==> src/rtl/writeback_unit.sv <==
// writeback_unit: drives the register-file write port from the ALU result path
// and a buffered load-return path, and keeps a per-register pending-load count
// that the issue stage uses to detect load-use hazards.
//
// Ports:
//   clock, reset            rising-edge clock, asynchronous active-high reset
//   alu_valid/addr/data     ALU result, always accepted, highest priority
//   ld_valid/addr/data      load return, pushed into the FIFO when ld_ready
//   ld_ready                FIFO not full (registered state only)
//   pend_set/pend_addr      load dispatched to pend_addr (scoreboard increment)
//   qa/qb, qa_busy/qb_busy  operand queries and their pending-load flags
//   RegWrite/write_addr/write_data  registered register-file write port
//   idle                    FIFO empty, no pending loads, no write in flight
module writeback_unit #(
  parameter int unsigned DW    = 16,
  parameter int unsigned AW    = 3,
  parameter int unsigned DEPTH = 4
) (
  input  logic          clock,
  input  logic          reset,
  input  logic          alu_valid,
  input  logic [AW-1:0] alu_addr,
  input  logic [DW-1:0] alu_data,
  input  logic          ld_valid,
  output logic          ld_ready,
  input  logic [AW-1:0] ld_addr,
  input  logic [DW-1:0] ld_data,
  input  logic          pend_set,
  input  logic [AW-1:0] pend_addr,
  input  logic [AW-1:0] qa,
  input  logic [AW-1:0] qb,
  output logic          qa_busy,
  output logic          qb_busy,
  output logic          RegWrite,
  output logic [AW-1:0] write_addr,
  output logic [DW-1:0] write_data,
  output logic          idle
);

  localparam int unsigned IW   = $clog2(DEPTH);
  localparam int unsigned PW   = IW + 1;
  localparam int unsigned NREG = 1 << AW;
  localparam int unsigned CW   = 3;

  logic [PW-1:0] wr_ptr;
  logic [PW-1:0] rd_ptr;
  logic [AW-1:0] fifo_addr [DEPTH];
  logic [DW-1:0] fifo_data [DEPTH];
  logic          full;
  logic          empty;
  logic          push;
  logic          pop;
  logic [AW-1:0] head_addr;
  logic [DW-1:0] head_data;
  logic [CW-1:0] cnt     [NREG];
  logic [CW-1:0] cnt_nxt [NREG];
  logic          any_pend;

  // FIFO status from registered pointers only; the extra MSB separates full from empty
  assign empty     = (wr_ptr == rd_ptr);
  assign full      = (wr_ptr[PW-1] != rd_ptr[PW-1]) &&
                     (wr_ptr[IW-1:0] == rd_ptr[IW-1:0]);
  assign ld_ready  = !full;
  assign push      = ld_valid && !full;
  assign pop       = !alu_valid && !empty;
  assign head_addr = fifo_addr[rd_ptr[IW-1:0]];
  assign head_data = fifo_data[rd_ptr[IW-1:0]];

  // FIFO pointers
  always_ff @(posedge clock or posedge reset) begin
    if (reset) begin
      wr_ptr <= '0;
      rd_ptr <= '0;
    end else begin
      if (push) wr_ptr <= wr_ptr + PW'(1);
      if (pop)  rd_ptr <= rd_ptr + PW'(1);
    end
  end

  // FIFO storage; contents are meaningless while the pointers say empty
  always_ff @(posedge clock) begin
    if (push) begin
      fifo_addr[wr_ptr[IW-1:0]] <= ld_addr;
      fifo_data[wr_ptr[IW-1:0]] <= ld_data;
    end
  end

  // Write port: ALU first, then FIFO head; address/data hold when idle
  always_ff @(posedge clock or posedge reset) begin
    if (reset) begin
      RegWrite   <= 1'b0;
      write_addr <= '0;
      write_data <= '0;
    end else if (alu_valid) begin
      RegWrite   <= 1'b1;
      write_addr <= alu_addr;
      write_data <= alu_data;
    end else if (!empty) begin
      RegWrite   <= 1'b1;
      write_addr <= head_addr;
      write_data <= head_data;
    end else begin
      RegWrite   <= 1'b0;
    end
  end

  // Scoreboard next state: coincident inc/dec on one register cancel, ends saturate
  always_comb begin
    for (int unsigned i = 0; i < NREG; i++) begin
      cnt_nxt[i] = cnt[i];
      if ((pend_set && (pend_addr == AW'(i))) && !(pop && (head_addr == AW'(i)))) begin
        if (cnt[i] != '1) cnt_nxt[i] = cnt[i] + CW'(1);
      end else if ((pop && (head_addr == AW'(i))) && !(pend_set && (pend_addr == AW'(i)))) begin
        if (cnt[i] != '0) cnt_nxt[i] = cnt[i] - CW'(1);
      end
    end
  end

  always_ff @(posedge clock or posedge reset) begin
    if (reset) begin
      for (int unsigned i = 0; i < NREG; i++) cnt[i] <= '0;
    end else begin
      for (int unsigned i = 0; i < NREG; i++) cnt[i] <= cnt_nxt[i];
    end
  end

  always_comb begin
    any_pend = 1'b0;
    for (int unsigned i = 0; i < NREG; i++) begin
      if (cnt[i] != '0) any_pend = 1'b1;
    end
  end

  assign qa_busy = (cnt[qa] != '0);
  assign qb_busy = (cnt[qb] != '0);
  assign idle    = empty && !any_pend && !RegWrite;

endmodule

==> config.mk <==
export PLATFORM = sky130hd
export DESIGN_NAME = writeback_unit
export DESIGN_NICKNAME = d
export VERILOG_FILES = /design/src/rtl/writeback_unit.sv
export SDC_FILE = /design/constraint.sdc
export NUM_CORES = 1
export LEC_CHECK = 0
export BUFFER_PORTS_ARGS = -buffer_cell sky130_fd_sc_hd__buf_2
export CELL_PAD_IN_SITES_DETAIL_PLACEMENT = 1
export CELL_PAD_IN_SITES_GLOBAL_PLACEMENT = 1
export CORE_MARGIN = 2
export CORE_UTILIZATION = 40
export DETAILED_ROUTE_END_ITERATION = 12
export MAX_ROUTING_LAYER = met4
export PLACE_DENSITY_LB_ADDON = 0.1
export SYNTH_ARGS = -nofsm -noshare
export SYNTH_HDL_FRONTEND = slang
export SYNTH_SLANG_ARGS = --single-unit
==> constraint.sdc <==
create_clock -name clock -period 4.16 [get_ports clock]
set_clock_uncertainty 0.15 [all_clocks]
set_input_delay 0.832 -clock clock [delete_from_list [all_inputs] [get_ports clock]]
set_output_delay 0.832 -clock clock [all_outputs]
set_load 0.02 [all_outputs]
==> qor_table.md, run 1 <==
| Stage | Metric | This run |
|---|---|---|
| status | Status | complete, no violations |
| grt | Maximum number of pins on one net before global-route repair | 44 |
| yosys | Top cell type's share of synthesized area | 35.84% |
| final layout | Final Core Density | 48.21% |
| yosys | Post-synthesis share of cell area spent on full adders, half adders and majority gates | 5.070% |
| clock tree | Clock transition at the registers of the reported paths | 0.06 ns |
| yosys | Proportion of synthesized chip area in sequential cells | 55.49% |
| clock tree | Quantity of gates resized following cts | 0 |
| critical path | Worst setup slack for register-to-register paths | 0.65 ns |
| worst hold path | Worst hold path endpoint | wr_ptr[2] |
| clock tree | Post-CTS Hold Fix Bufs | 0 |
| grt | Grt total ovfl | 0 |
| grt | Overall track demand over capacity in global routing | 19.88% |
| timing | Relative max-transition margin | 32.56% |
| yosys | Multiplexer share of the synthesized area | 9.137% |
| critical path | Buffers & Inverters on Critical Path | 2 |
| critical path | Crit Path Class | flip-flop to output pin |
| pwr | Areal power density over the cells | 775.3 mW/mm^2 |
| clock tree | Htree depth | 4 |
| clock tree | Library cell used as clock root buffer | sky130_fd_sc_hd__clkbuf_16 |
| clock tree | Worst-case clock buffer depth | 2 |
| final layout | Synth-to-layout area growth | 18.96% |
| yosys | Flip-flop and latch count after synthesis | 126 |
| timing | Final hold violation count | 0 |
| timing | Slew of the pin with the lowest slew margin | 1.012 ns |
| timing | Tmin final | 3.660 ns |
| yosys | Synthesized area | 0.006367 mm^2 |
| critical path | Kind of end point of the critical path | output pin |
| placed design | Area after detailed placement | 0.006978 mm^2 |
| floorplanning | Initial core utilization | 40.52% |
| timing | WHS | 0.3858 ns |
| yosys | Complex-gate fraction of the synthesized area | 12.44% |
| yosys | Post-synthesis cell type count | 45 |
| yosys | Syn nets | 579 |
| final layout | Post-route cell area | 0.007575 mm^2 |
| critical path | Largest fanout on the critical path | 19 |
| clock tree | Number of clock sinks | 126 |
| yosys | Cell types occupying the most area after synthesis | sky130_fd_sc_hd__edfxtp_1 36%, sky130_fd_sc_hd__dfrtp_1 20%, sky130_fd_sc_hd__mux4_2 5.0% |
| grt | Global-route wire length before repair | 24,740 um |
| floorplanning | DIE WIDTH | 130.2 um |
| worst hold path | WHS Path Cells | 1 |
| detailed routing | 1st-pass router iterations | 7 |
| timing | RSZ-0062 raised after global routing | false |
| critical path | Critical-path cell list | buf_4, xnor2_1, nand3_2, nor4_2, buf_2 |
| timing | Final cycle utilization of the critical path | 87.99% |
| placed design | DPL Wire Length | 10,940 um |
| placed design | Final weighted congestion in routability-driven placement | 0.7723 |
| detailed routing | Violation count after the first detailed-route iteration | 286 |
| final layout | Register area | 0.003533 mm^2 |
| yosys | YS warnings | 0 |
| grt | Number of antenna violations at the first check in global routing | 0 |
| detailed routing | Wirelength, routed | 15,110 um |
| placed design | Worst setup slack before clock tree synthesis | 0.6656 ns |
| floorplanning | Core area | 0.01571 mm^2 |
| yosys | Synthesized-area fraction occupied by xor and xnor cells | 2.476% |
| yosys | Synthesized area divided by synthesized cell count | 12.58 um^2 |
| floorplanning | Ports | 76 |
| detailed routing | Vias | 4,411 |
| yosys | Number of enable-type register cells in the synthesized netlist | 76 |
| worst hold path | Class of the tightest hold or removal check | flip-flop to flip-flop |
| timing | Final Max Tran Viols | 0 |
| timing | Maximum clock frequency | 273.2 MHz |
| critical path | Family with the most delay on the worst path | simple AND/OR/NAND/NOR gates |
| clock tree | Clock latency reported for the late side of the worst-skew pair | 0.41 ns |
| yosys | Main synth FF type | sky130_fd_sc_hd__edfxtp_1 |
| timing | Setup slack of the critical path after layout | 0.4996 ns |
| pwr | Leak | 2.950 nW |
| critical path | Required time of the critical path | 3.18 ns |
| yosys | Most numerous cell types in the synthesized netlist | 76 x sky130_fd_sc_hd__edfxtp_1, 50 x sky130_fd_sc_hd__dfrtp_1, 43 x sky130_fd_sc_hd__o21ai_0 |
| yosys | Async set-reset flop share out of synthesis | 39.68% |
| yosys | Most repeated cell in the gate-level netlist after synthesis | sky130_fd_sc_hd__edfxtp_1 |
| grt | Number of global-route vias before repair | 4,600 |
| critical path | Worst flop-to-flop path endpoint | cnt[20] |
| final layout | Fillers | 1,660 |
| floorplanning | Overall die height | 130.2 um |
| pwr | Power, Total | 5.872 mW |
| yosys | Gate count of the mapped netlist | 506 |
| clock tree | Number of buffers added by the clock tree synthesis step | 17 |
| placed design | Buffers on Ports | 75 |
| run | Max capacitance violation total | 0 |
| floorplanning | Die Outline Area | 0.01694 mm^2 |
| final layout | Inserted Diodes | 0 |
| final layout | Final Non-Filler Cells | 815 |
| worst hold path | Launch instance of the worst min-delay path | wr_ptr[2] |
| timing | Post-route setup TNS | 0 ns |
| placed design | Cell Count Post-Placement | 783 |
| critical path | Launching element type of the critical path | flip-flop |
| clock tree | CTS tree | yes |
| critical path | Data arrival at the endpoint of the critical path | 2.68 ns |
| critical path | Slowest Stage Delay on Critical Path | 0.51 ns |
| detailed routing | Ratio of routed vias to standard cells | 5.412 |
| yosys | Largest family of logic cells by synthesized area | compound AO/OA/AOI/OAI gates |
| yosys | Simple-gate portion of the synthesized area | 11.14% |
| critical path | Slowest cell on crit path | sky130_fd_sc_hd__dfrtp_1 |
| pwr | Worst-case vdd ir drop | 331.0 uV |
| floorplanning | Number of cell rows | 46 |
| detailed routing | Remaining number of nets flagged by the antenna check after routing | 0 |
| final layout | Multi-input logic area | 0.002570 mm^2 |
| final layout | Final nets | 659 |
| timing | Setup Viol. Count Final | 0 |
| detailed routing | Per-cell routed wire length | 18.54 um |
| critical path | Register-to-Register Path Depth | 10 |
| yosys | Largest area contributor in the netlist | sky130_fd_sc_hd__edfxtp_1 |
| critical path | Beginning of the worst register-to-register path | rd_ptr[0] |
| detailed routing | Total DRC errors in the routed layout | 0 |
| clock tree | Post-CTS setup buffer count | 0 |
| final layout | Share of final-layout standard cells stronger than drive strength 1 | 23.71% |
==> layer usage <==
layer | up-vias | wire length [um] | track usage (%)
met5 | - | 0 | -
met3 | 17 | 398 | 3.526
met1 | 2218 | 7027 | 26.33
li1 | 2109 | - | -
met4 | 0 | 235 | 6.262
met2 | 67 | 7452 | 31.41
==> layout by cell type, fill, tap and decap left out, types with 3 or more instances in the layout <==
cell / n
sky130_fd_sc_hd__clkinvlp_4: 3
sky130_fd_sc_hd__or3b_2: 4
sky130_fd_sc_hd__nor3b_1: 4
sky130_fd_sc_hd__ha_1: 13
sky130_fd_sc_hd__nor2b_1: 6
sky130_fd_sc_hd__o311ai_0: 28
sky130_fd_sc_hd__clkinv_4: 3
sky130_fd_sc_hd__o31a_1: 3
sky130_fd_sc_hd__buf_4: 14
sky130_fd_sc_hd__mux2i_1: 6
sky130_fd_sc_hd__nand3_1: 15
sky130_fd_sc_hd__nor4_1: 10
sky130_fd_sc_hd__o311ai_1: 12
sky130_fd_sc_hd__a211o_1: 4
sky130_fd_sc_hd__edfxtp_1: 76
sky130_fd_sc_hd__a21oi_1: 11
sky130_fd_sc_hd__dfrtp_1: 50
sky130_fd_sc_hd__o21ai_0: 43
sky130_fd_sc_hd__nand2b_1: 6
sky130_fd_sc_hd__buf_2: 75
sky130_fd_sc_hd__fa_1: 8
sky130_fd_sc_hd__and2_1: 5
sky130_fd_sc_hd__xnor2_1: 4
sky130_fd_sc_hd__a21o_1: 3
sky130_fd_sc_hd__xor2_1: 14
sky130_fd_sc_hd__nor3_1: 16
sky130_fd_sc_hd__nand2_1: 39
sky130_fd_sc_hd__inv_1: 32
sky130_fd_sc_hd__and3_1: 11
sky130_fd_sc_hd__mux4_2: 14
sky130_fd_sc_hd__mux4_1: 7
sky130_fd_sc_hd__bufinv_16: 3
sky130_fd_sc_hd__clkbuf_16: 17
sky130_fd_sc_hd__nor2_1: 15
sky130_fd_sc_hd__a221o_1: 3
==> layout make-up <==
cell class | count | area share (%)
multi-input cells | 319 | 33.93
repair buffers | 89 | 6.343
clock buffers | 19 | 5.715
flip-flops and latches | 126 | 46.65
well taps | 216 | 3.568
inverters | 33 | 1.635
clock inverters | 13 | 2.164
==> where the power goes <==
part	switching, mW	leakage, nW	internal [mW]	total [mW]
sequential	0.395	1.30	1.76	2.16
clock	0.553	0.279	0.944	1.50
combinational	1.31	1.37	0.909	2.22
total	2.26	2.95	3.62	5.87
==> flip-flops by register name, indices dropped and copies added, names as in the netlist <==
signal / cells
RegWrite: 1
cnt: 24
fifo_addr: 12
fifo_data: 64
rd_ptr: 3
wr_ptr: 3
write_addr: 3
write_data: 16
==> kinds of logic (layout without fill, tap and decap cells) <==
group | count (synthesis) | count (layout)
simple gates | 137 | 137
flops | 126 | 126
compound gates | 114 | 114
buf+inv | 61 | 154
mux | 29 | 29
fa+ha+maj | 21 | 21
xor+xnor | 18 | 18
==> how the worst max path moves through the flow <==
stage / end / slack [ns] / cells after the start / from
final: idle / 0.50 / 5 / rd_ptr[0]
after global routing: idle / 0.25 / 5 / rd_ptr[0]
after CTS: idle / 0.47 / 5 / rd_ptr[0]
after detailed placement: cnt[20] / 0.67 / 10 / rd_ptr[0]
after global placement: cnt[20] / 0.81 / 10 / rd_ptr[0]
after floorplan: cnt[20] / 0.88 / 11 / rd_ptr[0]
(Power assumes the default switching activity.)
==> run 2, diff against run 1 <==
CTS_BUF_LIST = sky130_fd_sc_hd__clkbuf_8   (was default)
GPL_TIMING_DRIVEN = 0   (was default)
==> qor_table.md, run 2 (synthesized netlist as in run 1, its figures left out) <==
| Stage | Metric | This run | Change |
|---|---|---|---|
| status | Status | complete, no violations | unchanged |
| grt | Number of antenna violations at the first check in global routing | 0 | unchanged |
| clock tree | Quantity of gates resized following cts | 0 | unchanged |
| timing | Maximum clock frequency | 269.7 MHz | was 273.2 MHz |
| critical path | Slowest cell on crit path | sky130_fd_sc_hd__mux4_2 | was sky130_fd_sc_hd__dfrtp_1 |
| critical path | Data arrival at the endpoint of the critical path | 3.94 ns | was 2.68 ns |
| clock tree | Library cell used as clock root buffer | sky130_fd_sc_hd__clkbuf_8 | was sky130_fd_sc_hd__clkbuf_16 |
| grt | Overall track demand over capacity in global routing | 20.30% | was 19.88% |
| critical path | Largest fanout on the critical path | 10 | was 19 |
| floorplanning | Initial core utilization | 40.52% | unchanged |
| grt | Grt total ovfl | 0 | unchanged |
| timing | Post-route setup TNS | 0 ns | unchanged |
| pwr | Clock network fraction of design power | 19.6% | was 25.5% |
| final layout | Commonest non-fill, non-tap cell in the layout | sky130_fd_sc_hd__buf_2 | was sky130_fd_sc_hd__edfxtp_1 |
| grt | Global-route wire length before repair | 25,150 um | was 24,740 um |
| grt | Number of global-route vias before repair | 4,870 | was 4,600 |
| grt | Maximum number of pins on one net before global-route repair | 33 | was 44 |
| timing | Final cycle utilization of the critical path | 89.13% | was 87.99% |
| placed design | Final weighted congestion in routability-driven placement | 0.8358 | was 0.7723 |
| timing | Setup Viol. Count Final | 0 | unchanged |
| detailed routing | Total DRC errors in the routed layout | 0 | unchanged |
| timing | Final hold violation count | 0 | unchanged |
| critical path | Register-to-Register Path Depth | 11 | was 10 |
| final layout | Final Core Density | 47.28% | was 48.21% |
| critical path | Family with the most delay on the worst path | simple AND/OR/NAND/NOR gates | unchanged |
| floorplanning | DIE WIDTH | 130.2 um | unchanged |
| detailed routing | 1st-pass router iterations | 4 | was 7 |
| clock tree | Post-CTS Hold Fix Bufs | 0 | unchanged |
| clock tree | Htree depth | 4 | unchanged |
| critical path | Slowest Stage Delay on Critical Path | 0.62 ns | was 0.51 ns |
| pwr | Switching share of total power | 41.28% | was 38.41% |
| placed design | DPL Wire Length | 11,130 um | was 10,940 um |
| critical path | Worst setup slack for register-to-register paths | 0.45 ns | was 0.65 ns |
| critical path | Worst flop-to-flop path endpoint | cnt[5] | was cnt[20] |
| detailed routing | Per-cell routed wire length | 18.70 um | was 18.54 um |
| floorplanning | Core area | 0.01571 mm^2 | unchanged |
| pwr | Share of total power in sequential cells | 38.7% | was 36.8% |
| clock tree | CTS tree | yes | unchanged |
| clock tree | Post-CTS setup buffer count | 0 | unchanged |
| clock tree | Number of clock sinks | 126 | unchanged |
| clock tree | Clock transition at the registers of the reported paths | 0.09 ns | was 0.06 ns |
| pwr | Combinational Power Share | 41.8% | was 37.8% |
| timing | Tmin final | 3.708 ns | was 3.660 ns |
| critical path | Critical-path cell list | buf_6, mux4_2, nor2b_1, nand2_1, ha_1, clkbuf_1, inv_1, fa_1, or3b_2, a211o_1, nand3_1 | was buf_4, xnor2_1, nand3_2, nor4_2, buf_2 |
| pwr | Psw | 2.276 mW | was 2.255 mW |
| detailed routing | Remaining number of nets flagged by the antenna check after routing | 0 | unchanged |
| critical path | Startpoint of the worst setup timing path | rd_ptr[0] | unchanged |
| pwr | Leak | 2.867 nW | was 2.950 nW |
| critical path | Launching element type of the critical path | flip-flop | unchanged |
| floorplanning | Ports | 76 | unchanged |
| detailed routing | Ratio of routed vias to standard cells | 5.468 | was 5.412 |
| final layout | Final nets | 672 | was 659 |
| floorplanning | Die Outline Area | 0.01694 mm^2 | unchanged |
| final layout | Largest register FFs | 64 | unchanged |
| final layout | Most frequent cells in the layout | 78 x sky130_fd_sc_hd__buf_2, 76 x sky130_fd_sc_hd__edfxtp_1, 50 x sky130_fd_sc_hd__dfrtp_1 | was 76 x sky130_fd_sc_hd__edfxtp_1, 75 x sky130_fd_sc_hd__buf_2, 50 x sky130_fd_sc_hd__dfrtp_1 |
| timing | Final Max Tran Viols | 0 | unchanged |
| pwr | Int Pwr | 3.238 mW | was 3.617 mW |
| detailed routing | Violation count after the first detailed-route iteration | 125 | was 286 |
| placed design | Buffers on Ports | 73 | was 75 |
| floorplanning | Overall die height | 130.2 um | unchanged |
| critical path | Buffers & Inverters on Critical Path | 3 | was 2 |
| critical path | Kind of end point of the critical path | flip-flop | was output pin |
| pwr | Worst-case vdd ir drop | 347.5 uV | was 331.0 uV |
| detailed routing | Wirelength, routed | 15,460 um | was 15,110 um |
| final layout | Inserted Diodes | 0 | unchanged |
| final layout | Synth-to-layout area growth | 16.68% | was 18.96% |
| pwr | Areal power density over the cells | 742.1 mW/mm^2 | was 775.3 mW/mm^2 |
| critical path | Crit Path Class | flip-flop to flip-flop | was flip-flop to output pin |
| worst hold path | Class of the tightest hold or removal check | input port to async pin | was flip-flop to flip-flop |
| final layout | Share of final-layout standard cells stronger than drive strength 1 | 22.75% | was 23.71% |
| clock tree | Number of buffers added by the clock tree synthesis step | 17 | unchanged |
| timing | RSZ-0062 raised after global routing | false | unchanged |
| floorplanning | Number of cell rows | 46 | unchanged |
| clock tree | Worst-case clock buffer depth | 2 | unchanged |
| timing | Slew of the pin with the lowest slew margin | 1.021 ns | was 1.012 ns |
| detailed routing | Vias | 4,522 | was 4,411 |
| critical path | Required time of the critical path | 4.39 ns | was 3.18 ns |
| timing | Relative max-transition margin | 31.95% | was 32.56% |
| run | Max capacitance violation total | 0 | unchanged |
| critical path | Beginning of the worst register-to-register path | rd_ptr[0] | unchanged |
| clock tree | Clock latency reported for the late side of the worst-skew pair | 0.45 ns | was 0.41 ns |
-- run 2: power by group through the flow --
stage / combinational, mW / clock [mW] / sequential, mW
floorplan: 1.53 / 0 / 2.17
global placement: 2.21 / 0 / 2.12
detailed placement: 2.33 / 0 / 2.16
CTS: 2.34 / 1.11 / 2.14
global route: 2.56 / 1.16 / 2.20
finish: 2.30 / 1.08 / 2.13
-- run 2: layout make-up --
type | count | area (um^2)
Clock buffer | 17 | 234.0
Sequential cell | 126 | 3533
Tap cell | 216 | 270.3
Inverter | 33 | 123.9
Buffer | 28 | 146.4
Clock inverter | 14 | 157.7
Fill cell | 1697 | 8283
Multi-Input combinational cell | 319 | 2579
Timing Repair Buffer | 74 | 385.4
-- run 2: per-layer routing --
metal | part of all wire [%] | global-route usage [%] | wire (um) | vias to the layer above
met5 | 0 | - | 0 | -
met4 | 2.2 | 7.906 | 342 | 0
met3 | 3.4 | 4.633 | 524 | 29
met2 | 52 | 34.96 | 7998 | 74
met1 | 43 | 23.04 | 6599 | 2286
li1 | - | - | - | 2133
-- run 2: how the worst max path moves through the flow --
stage | endpoint | cells past startpoint
after floorplan | cnt[20] | 11
after detailed placement | cnt[20] | 11
after CTS | cnt[5] | 11
final | cnt[5] | 11
after global placement | cnt[20] | 11
after global routing | cnt[2] | 11
-- run 2: metrics by stage --
step	instance area (um^2)	total power, mW	std cells	hold slack (ns)	worst slack, ns
3_3_place_gp	7003	4.329	795	0.3503	0.4539
4_1_cts	7430	5.588	827	0.2337	0.4395
5_1_grt	7430	5.925	827	0.2549	0.2656
2_1_floorplan	6367	3.697	506	0.3477	0.8840
3_5_place_dp	7038	4.489	796	0.3751	0.3538
6_report	7430	5.514	827	0.2536	0.4521
